**src/rtl/dmem_lsu_pkg.sv**
```systemverilog
// Shared definitions for the data-memory load/store controller:
// RV32I width encodings, FSM state type and access-size decode.
package dmem_lsu_pkg;

  localparam logic [2:0] F3_B  = 3'b000;
  localparam logic [2:0] F3_H  = 3'b001;
  localparam logic [2:0] F3_W  = 3'b010;
  localparam logic [2:0] F3_BU = 3'b100;
  localparam logic [2:0] F3_HU = 3'b101;

  typedef enum logic [1:0] {
    IDLE = 2'd0,
    RD   = 2'd1,
    WR   = 2'd2,
    RESP = 2'd3
  } lsu_state_e;

  // Bytes touched by an access; 0 marks an encoding with no defined width.
  function automatic logic [2:0] access_size(input logic [2:0] funct3);
    logic [2:0] size;
    case (funct3)
      F3_B, F3_BU: size = 3'd1;
      F3_H, F3_HU: size = 3'd2;
      F3_W:        size = 3'd4;
      default:     size = 3'd0;
    endcase
    return size;
  endfunction

endpackage

```
**src/rtl/dmem_lsu_ctrl_align.sv**
```systemverilog
// Lane steering for the load/store controller: extracts and extends loaded
// bytes/halfwords, and merges sub-word store data into an existing word.
module lsu_align
  import dmem_lsu_pkg::*;
(
  input  logic [31:0] rdata,
  input  logic [15:0] wdata,
  input  logic [1:0]  addr_lo,
  input  logic [2:0]  funct3,
  output logic [31:0] load_data,
  output logic [31:0] merge_data
);

  logic [7:0]  byte_s;
  logic [15:0] half_s;

  // Select the addressed lane and sign/zero-extend it according to funct3.
  always_comb begin
    byte_s = rdata[{addr_lo, 3'b000} +: 8];
    if (addr_lo[1]) begin
      half_s = rdata[31:16];
    end else begin
      half_s = rdata[15:0];
    end
    case (funct3)
      F3_B:    load_data = {{24{byte_s[7]}}, byte_s};
      F3_BU:   load_data = {24'd0, byte_s};
      F3_H:    load_data = {{16{half_s[15]}}, half_s};
      F3_HU:   load_data = {16'd0, half_s};
      F3_W:    load_data = rdata;
      default: load_data = 32'd0;
    endcase
  end

  // Overlay the store byte/half onto the old word; other widths pass it through.
  always_comb begin
    merge_data = rdata;
    case (funct3)
      F3_B: merge_data[{addr_lo, 3'b000} +: 8] = wdata[7:0];
      F3_H: begin
        if (addr_lo[1]) begin
          merge_data[31:16] = wdata;
        end else begin
          merge_data[15:0] = wdata;
        end
      end
      default: merge_data = rdata;
    endcase
  end

endmodule

```
**src/rtl/dmem_lsu_ctrl.sv**
```systemverilog
// Load/store sequencer between the execute stage and a word-wide data memory.
// One access in flight; sub-word stores are done as read-modify-write, and
// illegal requests are answered without touching memory.
module dmem_lsu_ctrl
  import dmem_lsu_pkg::*;
#(
  parameter int unsigned SIZE_BYTES = 1024
) (
  input  logic        clk,
  input  logic        rst_n,
  input  logic        req_valid,
  output logic        req_ready,
  input  logic        req_we,
  input  logic [2:0]  req_funct3,
  input  logic [31:0] req_addr,
  input  logic [31:0] req_wdata,
  output logic        resp_valid,
  output logic [31:0] resp_rdata,
  output logic        resp_err,
  output logic        mem_read,
  output logic        mem_write,
  output logic [31:0] mem_addr,
  output logic [31:0] mem_wdata,
  input  logic [31:0] mem_rdata
);

  localparam logic [32:0] SIZE_LIMIT = 33'(SIZE_BYTES);

  lsu_state_e  state_r, state_next_s;
  logic        we_r;
  logic [2:0]  funct3_r;
  logic [31:0] addr_r;
  logic [15:0] wdata_r;
  logic        err_r;
  logic [31:0] data_r;
  logic [31:0] result_r;

  logic [2:0]  req_size_s;
  logic [32:0] req_end_s;
  logic        req_err_s;
  logic [31:0] load_s;
  logic [31:0] merge_s;

  lsu_align u_align (
    .rdata      (mem_rdata),
    .wdata      (wdata_r),
    .addr_lo    (addr_r[1:0]),
    .funct3     (funct3_r),
    .load_data  (load_s),
    .merge_data (merge_s)
  );

  // Classify the incoming request: bad width, misalignment or past the end.
  always_comb begin
    req_size_s = access_size(req_funct3);
    req_end_s  = {1'b0, req_addr} + {30'd0, req_size_s};
    req_err_s  = (req_size_s == 3'd0)
              || (req_we && req_funct3[2])
              || ((req_size_s == 3'd2) && req_addr[0])
              || ((req_size_s == 3'd4) && (req_addr[1:0] != 2'b00))
              || (req_end_s > SIZE_LIMIT);
  end

  // Next-state logic; errors skip memory, full-word stores skip the read.
  always_comb begin
    state_next_s = state_r;
    case (state_r)
      IDLE: begin
        if (!req_valid) begin
          state_next_s = IDLE;
        end else if (req_err_s) begin
          state_next_s = RESP;
        end else if (req_we && (req_funct3 == F3_W)) begin
          state_next_s = WR;
        end else begin
          state_next_s = RD;
        end
      end
      RD: begin
        if (we_r) begin
          state_next_s = WR;
        end else begin
          state_next_s = RESP;
        end
      end
      WR:      state_next_s = RESP;
      RESP:    state_next_s = IDLE;
      default: state_next_s = IDLE;
    endcase
  end

  // State register plus request capture and read-data capture.
  always_ff @(posedge clk or negedge rst_n) begin
    if (!rst_n) begin
      state_r  <= IDLE;
      we_r     <= 1'b0;
      funct3_r <= 3'd0;
      addr_r   <= 32'd0;
      wdata_r  <= 16'd0;
      err_r    <= 1'b0;
      data_r   <= 32'd0;
      result_r <= 32'd0;
    end else begin
      state_r <= state_next_s;
      case (state_r)
        IDLE: begin
          if (req_valid) begin
            we_r     <= req_we;
            funct3_r <= req_funct3;
            addr_r   <= req_addr;
            wdata_r  <= req_wdata[15:0];
            err_r    <= req_err_s;
            data_r   <= req_wdata;
            result_r <= 32'd0;
          end
        end
        RD: begin
          if (we_r) begin
            data_r <= merge_s;
          end else begin
            result_r <= load_s;
          end
        end
        default: ;
      endcase
    end
  end

  // Outputs decoded purely from registered state and captured fields.
  always_comb begin
    req_ready  = 1'b0;
    mem_read   = 1'b0;
    mem_write  = 1'b0;
    mem_addr   = 32'd0;
    mem_wdata  = 32'd0;
    resp_valid = 1'b0;
    resp_err   = 1'b0;
    resp_rdata = 32'd0;
    case (state_r)
      IDLE: req_ready = 1'b1;
      RD: begin
        mem_read = 1'b1;
        mem_addr = {addr_r[31:2], 2'b00};
      end
      WR: begin
        mem_write = 1'b1;
        mem_addr  = {addr_r[31:2], 2'b00};
        mem_wdata = data_r;
      end
      RESP: begin
        resp_valid = 1'b1;
        resp_err   = err_r;
        resp_rdata = result_r;
      end
      default: req_ready = 1'b0;
    endcase
  end

endmodule

```
**config.mk**
```make
export PLATFORM = sky130hd
export DESIGN_NAME = dmem_lsu_ctrl
export DESIGN_NICKNAME = d
export VERILOG_FILES = /design/src/rtl/dmem_lsu_pkg.sv /design/src/rtl/dmem_lsu_ctrl_align.sv /design/src/rtl/dmem_lsu_ctrl.sv
export SDC_FILE = /design/constraint.sdc
export NUM_CORES = 1
export LEC_CHECK = 0
export ABC_AREA = 1
export BUFFER_PORTS_ARGS = -buffer_cell sky130_fd_sc_hd__clkbuf_2
export CAP_MARGIN = 20
export CELL_PAD_IN_SITES_DETAIL_PLACEMENT = 1
export CELL_PAD_IN_SITES_GLOBAL_PLACEMENT = 1
export CORE_AREA = 10 10 167 169
export DETAILED_ROUTE_END_ITERATION = 8
export DIE_AREA = 0 0 177 179
export PLACE_DENSITY_LB_ADDON = 0.12
export SYNTH_ARGS = -nofsm -noshare
export SYNTH_HDL_FRONTEND = slang
export SYNTH_HIERARCHICAL = 1
export SYNTH_SLANG_ARGS = --single-unit
```
**constraint.sdc**
```tcl
create_clock -name clk -period 6.01 [get_ports clk]
set_input_delay 1.202 -clock clk [delete_from_list [all_inputs] [get_ports clk]]
set_output_delay 1.202 -clock clk [all_outputs]
set_load 0.01 [all_outputs]
```
==> metrics.md <==
| Metric | Value |
|---|---|
| Io pins | `204` |
| CTS tree | `done` |
| Die W | `177 um` |
| Crit-path max FO | `15` |
| Die H | `179 um` |
| Area Growth Syn to Fin | `17.7%` |
| Vias in the first global route | `11,300` |
| Setup CP Type | `register to register` |
| CP Launch Type | `register` |
| Ys async rst share | `100%` |
| Tot GR Track Use | `24.0%` |
| Post-synthesis cell type count | `47` |
| Site Rows | `58` |
| Crit-path max cell delay | `0.80 ns` |
| # Max-Cap Violations | `0` |
| Flop and latch count out of synthesis | `119` |
| Worst skew pair latency | `0.43 ns` |
| IO Port Bufs | `201` |
| Largest net degree at the start of global routing | `86` |
| Fin Hold WS | `0.484 ns` |
| Routed Antenna Nets | `0` |
| Post-synth EDFFs | `0` |
| Xor and xnor fraction of the mapped netlist area | `0.631%` |
| Worst r2r src | `addr_r[0]$_DFFE_PN0P_` |
| Final setup skew | `0.0126 ns` |
| Fin Setup TNS | `0 ns` |
| Most common cell after layout, fill and taps aside | `nand2_1` |
| Critical path data arrival time | `3.76 ns` |
| Starting DRT DRC Count | `667` |
| HP Class | `register to register` |
| Crit. End Element | `register` |
| Relative slew margins | `26.0%` |
| GRT overflow | `0` |
| Largest family of logic cells by synthesized area | `simple AND/OR/NAND/NOR gates` |
| Via count | `10,700` |
| Critical hold path startpoint | `addr_r[30]$_DFFE_PN0P_` |
| Post-Syn Instances | `1,659` |
| Area fraction in compound gates after synthesis | `7.57%` |
| Pwr per Cell Area | `514 nW/um^2` |
| Endpoints failing setup | `0` |
| Period utilization | `56.8%` |
| FMAX | `293 MHz` |
| Worst-path cell chain | `inv_1 > ha_1 > inv_1 > nor2_1 > nand3_1 > nand2_1 > nand2_1 > nand2_1 > nand2_1 > a31oi_1` |
| Wire per inst | `17.6 um` |
| Buf/Inv on CP | `2` |
| Largest delay share family, worst path | `simple AND/OR/NAND/NOR gates` |
| CP max-delay cell | `dfrtp_1` |
| Final worst slack | `2.59 ns` |
| Mux cell area share after synthesis | `0%` |
| H-tree lvl count | `4` |
| Syn avg cell area | `5.86 sq um` |
| CTS max path bufs | `2` |
| Tightest Pin Transition | `1.11 ns` |
| LEAKAGE | `6.79 nW` |
| Worst path required time | `6.35 ns` |
| Ys flop type | `dfrtp_1` |
| First-pass GRT wire length | `60,200 um` |
| # clock sinks | `119` |
| Critical Path Start | `addr_r[0]$_DFFE_PN0P_` |
| Register area share after synthesis | `30.7%` |
| Gp weighted congestion | `0.919` |
| RSZ-0062 raised after global routing | `no` |
| Layout cell share with drive strength beyond 1 | `16.2%` |
| Synth Area in Simple Gates | `45.2%` |
| Cell Area, Synth | `9710 sq um` |
| TritonCTS buffer count | `17` |
| CTS Hold Bufs | `0` |
| Drt drc | `0` |
| Max IR drop VDD | `0.349 mV` |
| CP dominant cell by count | `nand2_1` |
| Tmin final | `3.42 ns` |
| Starting density of the core | `39.3%` |
| Post-layout net count | `1,921` |
| Post-CTS sizing | `0` |
| Hpwl dp | `29,100 um` |
| First-pass DRT Iterations | `5` |
| Most frequent cells in the layout | `nand2_1, nor2_1, inv_1, clkbuf_2, dfrtp_1` |
| Die area | `31,700 sq um` |
| Max Slew Vio Count | `0` |
| CTS clk-pin slew, worst paths | `0.06 ns` |
| Synth warn | `6` |
| Initial antenna violation count | `3` |
| Final hold violations | `0` |
| Outcome | `complete, no violations` |
| Post CTS Setup Buffer Count | `0` |
| Dpl ws | `2.36 ns` |
| Clock root cell | `clkbuf_16` |
| Area share of fa/ha/maj cells after synthesis | `1.62%` |
| CORE AREA | `24,700 sq um` |
| Routed WL | `37,800 um` |
| Vias per Instance | `4.99` |
-- power by group --
group	total (mW)	internal [mW]	switching [mW]
combinational	3.37	1.04	2.33
clock	1.05	0.625	0.422
sequential	1.47	1.17	0.300
-- synthesized netlist by cell type, types with 3 or more instances --
master	instances	area (sq um)
ha_1	11	138
a21oi_1	7	35.0
buf_4	7	52.6
inv_1	242	908
nand2_4	6	67.6
nor2_2	3	18.8
nand3_4	3	52.6
buf_2	17	85.1
nor3_1	5	25.0
nand2_1	622	2330
nor3_2	4	40.0
nand3_1	99	495
nand2_2	8	50.1
a31oi_1	32	200
o21ai_0	84	420
buf_6	7	78.8
clkbuf_1	49	184
nand4_1	18	113
nor2_4	6	67.6
xor2_1	7	61.3
nor2_1	269	1010
inv_2	6	22.5
dfrtp_1	119	2980
-- routing by layer --
metal / share of wire (%) / track usage [%] / up-vias
met3: 5.4 / 5.08 / 67
met5: 0.095 / 0 / -
met2: 49 / 42.0 / 276
met4: 3.0 / 9.14 / 4
li1: - / - / 5295
met1: 42 / 28.1 / 5091
-- state kept, by name, indices dropped and copies added, names as in the netlist --
name	cells
we_r	1
data_r	32
result_r	32
state_r	2
wdata_r	16
addr_r	32
funct3_r	3
err_r	1
-- area by class of cell --
| type | count | area [sq um] |
|---|---|---|
| Multi-Input combinational cell | 1207 | 5380 |
| Clock inverter | 13 | 148 |
| Antenna cell | 1 | 2.50 |
| Tap cell | 330 | 413 |
| Sequential cell | 119 | 2980 |
| Inverter | 250 | 940 |
| Timing Repair Buffer | 211 | 1120 |
| Clock buffer | 19 | 443 |
| Fill cell | 3544 | 13300 |
-- cells by family after synthesis --
group,Yosys count
flip-flops,119
AO/OA/AOI/OAI,132
XOR/XNOR,7
AND/OR/NAND/NOR,1054
other,1
buffers and inverters,334
adder cells (fa/ha/maj),12
-- worst min-delay path, stage by stage (launching register included) --
cell,delay [ns]
dfrtp_1,0.34
nand2_1,0.05
o21ai_0,0.06
-- path summary, 6_finish.rpt --
kind,to,slack [ns],cells past startpoint
max in group asynchronous,result_r[23]$_DFFE_PN0P_,3.80,2
min in group asynchronous,data_r[5]$_DFFE_PN0P_,0.89,1
setup / recovery,data_r[16]$_DFFE_PN0P_,2.59,10
hold reg to reg,addr_r[30]$_DFFE_PN0P_,0.48,2
setup reg to reg,data_r[16]$_DFFE_PN0P_,2.59,10
hold / removal,addr_r[30]$_DFFE_PN0P_,0.48,2
-- stage by stage --
step	instance area (sq um)	std cells	power [mW]	util [%]
2_1_floorplan	9720	1660	3.71	-
3_3_place_gp	10800	2115	4.69	43.6
3_5_place_dp	10800	2116	4.80	43.7
4_1_cts	11400	2148	5.89	46.1
5_1_grt	11400	2149	6.44	46.2
6_report	11400	2150	5.88	46.2
(Power assumes the default switching activity.)
